## config.mk

```make
export PLATFORM = sky130hd
export DESIGN_NAME = mem_arbiter
export DESIGN_NICKNAME = d
export VERILOG_FILES = /design/src/rtl/mem_arbiter.sv
export SDC_FILE = /design/constraint.sdc
export NUM_CORES = 1
export LEC_CHECK = 0
export BUFFER_PORTS_ARGS = -buffer_cell sky130_fd_sc_hd__buf_4
export CORE_ASPECT_RATIO = 1.2
export CORE_UTILIZATION = 40
export CTS_BUF_LIST = sky130_fd_sc_hd__clkbuf_2
export DETAILED_ROUTE_END_ITERATION = 6
export PLACE_DENSITY = 0.72
export SLEW_MARGIN = 20
export SYNTH_ARGS = -nofsm -noshare
export SYNTH_HDL_FRONTEND = slang
export SYNTH_SLANG_ARGS = --single-unit
```

## constraint.sdc

```tcl
create_clock -name clk -period 4.19 [get_ports clk]
set_input_delay 0.2095 -clock clk [delete_from_list [all_inputs] [get_ports clk]]
set_output_delay 0.2095 -clock clk [all_outputs]
set_load 0.02 [all_outputs]
```

## src/rtl/mem_arbiter.sv

```systemverilog
// rtl/mem_arbiter.sv - fetch/data arbiter onto a single-outstanding memory port
// Fetch and data requesters share one memory port; illegal addresses are answered locally.
module mem_arbiter #(
  parameter int unsigned STARVE_MAX = 4
) (
  input  logic        clk,
  input  logic        reset,
  input  logic        i_req_valid,
  output logic        i_req_ready,
  input  logic [31:0] i_req_addr,
  output logic        i_rsp_valid,
  output logic        i_rsp_err,
  output logic [31:0] i_rsp_data,
  input  logic        d_req_valid,
  output logic        d_req_ready,
  input  logic [31:0] d_req_addr,
  input  logic [31:0] d_req_wdata,
  input  logic [3:0]  d_req_strb,
  output logic        d_rsp_valid,
  output logic        d_rsp_err,
  output logic [31:0] d_rsp_data,
  output logic        m_valid,
  input  logic        m_ready,
  output logic [31:0] m_addr,
  output logic [31:0] m_wdata,
  output logic [3:0]  m_strb,
  input  logic        m_rvalid,
  input  logic [31:0] m_rdata
);

  typedef enum logic [1:0] {IDLE, REQ, WAIT, ERR} state_t;

  localparam logic [3:0] STARVE_LIM = 4'(STARVE_MAX);

  state_t      state_q, state_d;
  logic [3:0]  starve_q, starve_d;
  logic        owner_q, owner_d;
  logic [31:0] m_addr_q, m_addr_d;
  logic [31:0] m_wdata_q, m_wdata_d;
  logic [3:0]  m_strb_q, m_strb_d;
  logic        i_rsp_valid_q, i_rsp_valid_d;
  logic        i_rsp_err_q, i_rsp_err_d;
  logic [31:0] i_rsp_data_q, i_rsp_data_d;
  logic        d_rsp_valid_q, d_rsp_valid_d;
  logic        d_rsp_err_q, d_rsp_err_d;
  logic [31:0] d_rsp_data_q, d_rsp_data_d;

  logic fetch_win;
  logic fetch_legal;
  logic data_region;
  logic data_aligned;
  logic data_legal;
  logic complete;

  always_comb begin
    fetch_legal = (i_req_addr < 32'h0000_1000) && (i_req_addr[1:0] == 2'b00);
    data_region = ((d_req_addr >= 32'h0000_1000) && (d_req_addr < 32'h0000_2000)) ||
                  (d_req_addr >= 32'h0040_0000);
    case (d_req_strb)
      4'b0000, 4'b1111:                   data_aligned = (d_req_addr[1:0] == 2'b00);
      4'b0011, 4'b1100:                   data_aligned = ~d_req_addr[0];
      4'b0001, 4'b0010, 4'b0100, 4'b1000: data_aligned = 1'b1;
      default:                            data_aligned = 1'b0;
    endcase
    data_legal = data_region && data_aligned;
  end

  // Data has priority unless fetch has been passed over STARVE_MAX times in a row.
  assign fetch_win   = i_req_valid && (!d_req_valid || (starve_q == STARVE_LIM));
  assign i_req_ready = !reset && (state_q == IDLE) && fetch_win;
  assign d_req_ready = !reset && (state_q == IDLE) && d_req_valid && !fetch_win;

  always_comb begin
    state_d       = state_q;
    starve_d      = starve_q;
    owner_d       = owner_q;
    m_addr_d      = m_addr_q;
    m_wdata_d     = m_wdata_q;
    m_strb_d      = m_strb_q;
    i_rsp_valid_d = 1'b0;
    i_rsp_err_d   = i_rsp_err_q;
    i_rsp_data_d  = i_rsp_data_q;
    d_rsp_valid_d = 1'b0;
    d_rsp_err_d   = d_rsp_err_q;
    d_rsp_data_d  = d_rsp_data_q;
    complete      = 1'b0;

    if (i_req_ready || !i_req_valid) begin
      starve_d = 4'd0;
    end else if (d_req_ready && (starve_q != 4'hF)) begin
      starve_d = starve_q + 4'd1;
    end

    case (state_q)
      IDLE: begin
        if (i_req_ready) begin
          owner_d = 1'b0;
          if (fetch_legal) begin
            state_d   = REQ;
            m_addr_d  = i_req_addr;
            m_wdata_d = 32'h0;
            m_strb_d  = 4'h0;
          end else begin
            state_d      = ERR;
            i_rsp_valid_d = 1'b1;
            i_rsp_err_d   = 1'b1;
            i_rsp_data_d  = 32'h0;
          end
        end else if (d_req_ready) begin
          owner_d = 1'b1;
          if (data_legal) begin
            state_d   = REQ;
            m_addr_d  = d_req_addr;
            m_wdata_d = d_req_wdata;
            m_strb_d  = d_req_strb;
          end else begin
            state_d      = ERR;
            d_rsp_valid_d = 1'b1;
            d_rsp_err_d   = 1'b1;
            d_rsp_data_d  = 32'h0;
          end
        end
      end
      REQ: begin
        if (m_ready) begin
          if (m_rvalid) begin
            complete = 1'b1;
            state_d  = IDLE;
          end else begin
            state_d = WAIT;
          end
        end
      end
      WAIT: begin
        if (m_rvalid) begin
          complete = 1'b1;
          state_d  = IDLE;
        end
      end
      ERR:     state_d = IDLE;
      default: state_d = IDLE;
    endcase

    if (complete) begin
      if (owner_q) begin
        d_rsp_valid_d = 1'b1;
        d_rsp_err_d   = 1'b0;
        d_rsp_data_d  = m_rdata;
      end else begin
        i_rsp_valid_d = 1'b1;
        i_rsp_err_d   = 1'b0;
        i_rsp_data_d  = m_rdata;
      end
    end
  end

  always_ff @(posedge clk or posedge reset) begin
    if (reset) begin
      state_q       <= IDLE;
      starve_q      <= 4'd0;
      owner_q       <= 1'b0;
      m_addr_q      <= 32'h0;
      m_wdata_q     <= 32'h0;
      m_strb_q      <= 4'h0;
      i_rsp_valid_q <= 1'b0;
      i_rsp_err_q   <= 1'b0;
      i_rsp_data_q  <= 32'h0;
      d_rsp_valid_q <= 1'b0;
      d_rsp_err_q   <= 1'b0;
      d_rsp_data_q  <= 32'h0;
    end else begin
      state_q       <= state_d;
      starve_q      <= starve_d;
      owner_q       <= owner_d;
      m_addr_q      <= m_addr_d;
      m_wdata_q     <= m_wdata_d;
      m_strb_q      <= m_strb_d;
      i_rsp_valid_q <= i_rsp_valid_d;
      i_rsp_err_q   <= i_rsp_err_d;
      i_rsp_data_q  <= i_rsp_data_d;
      d_rsp_valid_q <= d_rsp_valid_d;
      d_rsp_err_q   <= d_rsp_err_d;
      d_rsp_data_q  <= d_rsp_data_d;
    end
  end

  assign m_valid     = (state_q == REQ);
  assign m_addr      = m_addr_q;
  assign m_wdata     = m_wdata_q;
  assign m_strb      = m_strb_q;
  assign i_rsp_valid = i_rsp_valid_q;
  assign i_rsp_err   = i_rsp_err_q;
  assign i_rsp_data  = i_rsp_data_q;
  assign d_rsp_valid = d_rsp_valid_q;
  assign d_rsp_err   = d_rsp_err_q;
  assign d_rsp_data  = d_rsp_data_q;

endmodule

```

==> flow_summary.yaml <==
run_status:
  status: "finished clean"
timing:
  report.final.hold_viol_count: 0
  rsz0062_at_grt: "no"
  post-route-period-util_pct: 74.6
  tns_ps: 0
  fin_crit_ps: 3130
  slew_headroom_pct: 38.5
  slew_viol_final: 0
  fmax_mhz: 320
  fin_hold_ws_ps: 233
  worst_pin_slew_ps: 923
  setup_viol: 0
  skew_ps: 42.1
critical_path:
  start_kind: "flop"
  cpLargestDelayFamily: "simple AND/OR/NAND/NOR gates"
  crit_arrival_ps: 3730
  critPathMaxStageDelay_ps: 860
  path_max_fanout: 38
  crit_slowest_cell: "and4_2"
  critPathKind: "flop to flop"
  worstPathRequired_ps: 4790
  cp.buffers_inverters: 2
  end_kind: "flop"
  cp_cell_sequence: "inv_1 > ha_1 > nand2_1 > o21ai_0 > and4_2 > mux2_2 > dlygate4sd3_1 > mux2_4"
route:
  vias: 6172
  dr.pass1.iters: 7
  drc_errors: 0
  drt_iter0_drc: 386
  wire_per_inst_um: 15.7
  viasPerCell: 4.89
  wirelength_um: 19900
  postRouteAntennaNets: 0
grt:
  antenna_found_initial: 2
  grt_max_degree: 81
  grt_remaining_overflow: 0
  grt_pass1_vias: 6308
  grt_pass1_wl_um: 31700
  grt.total_usage_pct: 24.2
placed_design:
  place.gp.congestion: 0.823
  io_buffer_count: 276
  dp_hpwl_um: 12300
die:
  io_pins: 277
  fp.dieW_um: 118
  rows: 50
  coreArea_mm2: 0.0156
  die_area_mm2: 0.0166
  initial_core_util_pct: 41.1
  die_h_um: 141
synth:
  avgSynthCellArea_um2: 10.2
  synthesis.area_mm2: 0.00643
  yosys_warnings: 0
  synth_edf_count: 0
  seq_area_frac_synth_pct: 55.6
  async_flop_share_pct: 100
  syn_inst: 633
  synth.distinct_cells: 40
  synth_nets: 776
  ys.flop_type: "dfrtp_1"
  ys_ff_latch: 143
finish:
  final_layout_size_suffix_gt1_share_pct: 37.1
  fillers: 1232
  final_core_util_pct: 66.0
  final_cell_mix: "buf_4, nand2_1, dfrtp_1"
  multi_input_area_mm2: 0.00263
  syn2layout_area_growth_pct: 60.5
  regArea_mm2: 0.00358
  fin_nets: 1182
  layout_commonest_cell: "buf_4"
clock_network:
  ctsRootBufferMaster: "clkbuf_2"
  cts_setup_buffers: 0
  numCtsBuffers: 17
  cts_tree: "done"
  post_cts_resized: 0
  clk_latency_ps: 700
  ctsHtreeMaxLevel: 4
  clockBufferDepth: 2
  postCtsHoldBufs: 139
  cts.sinks: 143
  clk_pin_slew_ps: 240
pwr:
  p_leak_nw: 5.01
  p_per_area_mw_per_mm2: 544
  max-vdd-ir-drop_mv: 0.283
hold_path:
  hp-class: "primary input to flop"
run:
  cap_viol_max_count: 0
==> synth_stat cells, types with 2 or more instances <==
master	number	area share [%]
o21ai_0	98	7.6
nor2_1	9	0.53
clkbuf_1	24	1.4
mux2_4	30	7.0
mux2_2	34	6.0
xnor2_1	3	0.41
inv_1	10	0.58
a2bb2oi_1	2	0.27
nor3_1	2	0.16
a21oi_1	7	0.54
nand2b_1	3	0.29
a21oi_4	2	0.51
buf_2	7	0.54
nor4_1	9	0.88
nand4_1	3	0.29
o21ai_1	9	0.70
dfrtp_1	143	56
nand2_1	207	12
ha_1	5	0.97
buf_6	6	1.1
==> layer usage <==
layer	wire, um	global-route usage (%)	vias up
met2	10000	41.3	270
li1	-	-	2938
met1	7850	27.8	2911
met4	760	12.2	0
met5	0	0	-
met3	1250	7.00	53
==> registers in the layout (all words and copies together) (netlist names) <==
| name | cells |
|---|---|
| d_rsp_data | 32 |
| d_rsp_err | 1 |
| d_rsp_valid | 1 |
| i_rsp_data | 32 |
| i_rsp_err | 1 |
| i_rsp_valid | 1 |
| m_addr | 32 |
| m_strb | 4 |
| m_wdata | 32 |
| owner_q | 1 |
| starve_q | 4 |
| state_q | 2 |
==> where the power goes <==
part	internal [mW]	total [mW]	switching [mW]
combinational	1.22	2.57	1.35
clock	0.342	0.881	0.539
sequential	1.87	2.17	0.295
total	3.43	5.62	2.19
==> per-stage QoR <==
step / instances / setup WS [ps] / total power, mW / cell area [um^2]
CTS: 1260 / 1060 / 5.64 / 10300
floorplan: 633 / 239 / 3.50 / 6440
global placement: 1089 / 1560 / 4.58 / 8660
global route: 1262 / 885 / 5.95 / 10300
detailed placement: 1089 / 1540 / 4.63 / 8660
finish: 1262 / 1060 / 5.62 / 10300
==> final cells by class <==
class / instances / share of cell area [%]
inverter: 10 / 0.400
clock inverter: 15 / 1.77
sequential: 143 / 34.7
multi-input combinational: 442 / 25.5
tap: 208 / 2.52
timing repair buffer: 425 / 34.3
antenna: 2 / 0.0485
clock buffer: 17 / 0.824
==> cell families after synthesis <==
logic type,after synthesis,synth area share [%]
and+or+nand+nor,244,15.7
DFF,143,55.6
AOI/OAI and AO/OA,124,10.4
muxes,65,13.1
buffers and inverters,48,3.70
adders and majority gates,5,0.972
xor gates and xnor gates,4,0.545
==> final timing paths <==
check / from / to / slack [ps] / depth (start not counted)
min in group asynchronous: reset / m_wdata[28]$_DFFE_PP0P_ / 330 / 4
max: starve_q[1]$_DFFE_PP0P_ / m_addr[25]$_DFFE_PP0P_ / 1060 / 8
min reg2reg: d_rsp_err$_DFF_PP0_ / d_rsp_err$_DFF_PP0_ / 530 / 1
min: d_req_wdata[25] / m_wdata[25]$_DFFE_PP0P_ / 230 / 4
max reg2reg: starve_q[1]$_DFFE_PP0P_ / m_addr[25]$_DFFE_PP0P_ / 1060 / 8
max in group asynchronous: reset / m_addr[9]$_DFFE_PP0P_ / 2580 / 5
==> tightest hold or removal path: cells and delay by family <==
kind	cells	cell delay, ps
compound gates	1	60
buf+inv	2	620
simple gates	1	30
No activity file was read; power rests on OpenSTA's default activity.
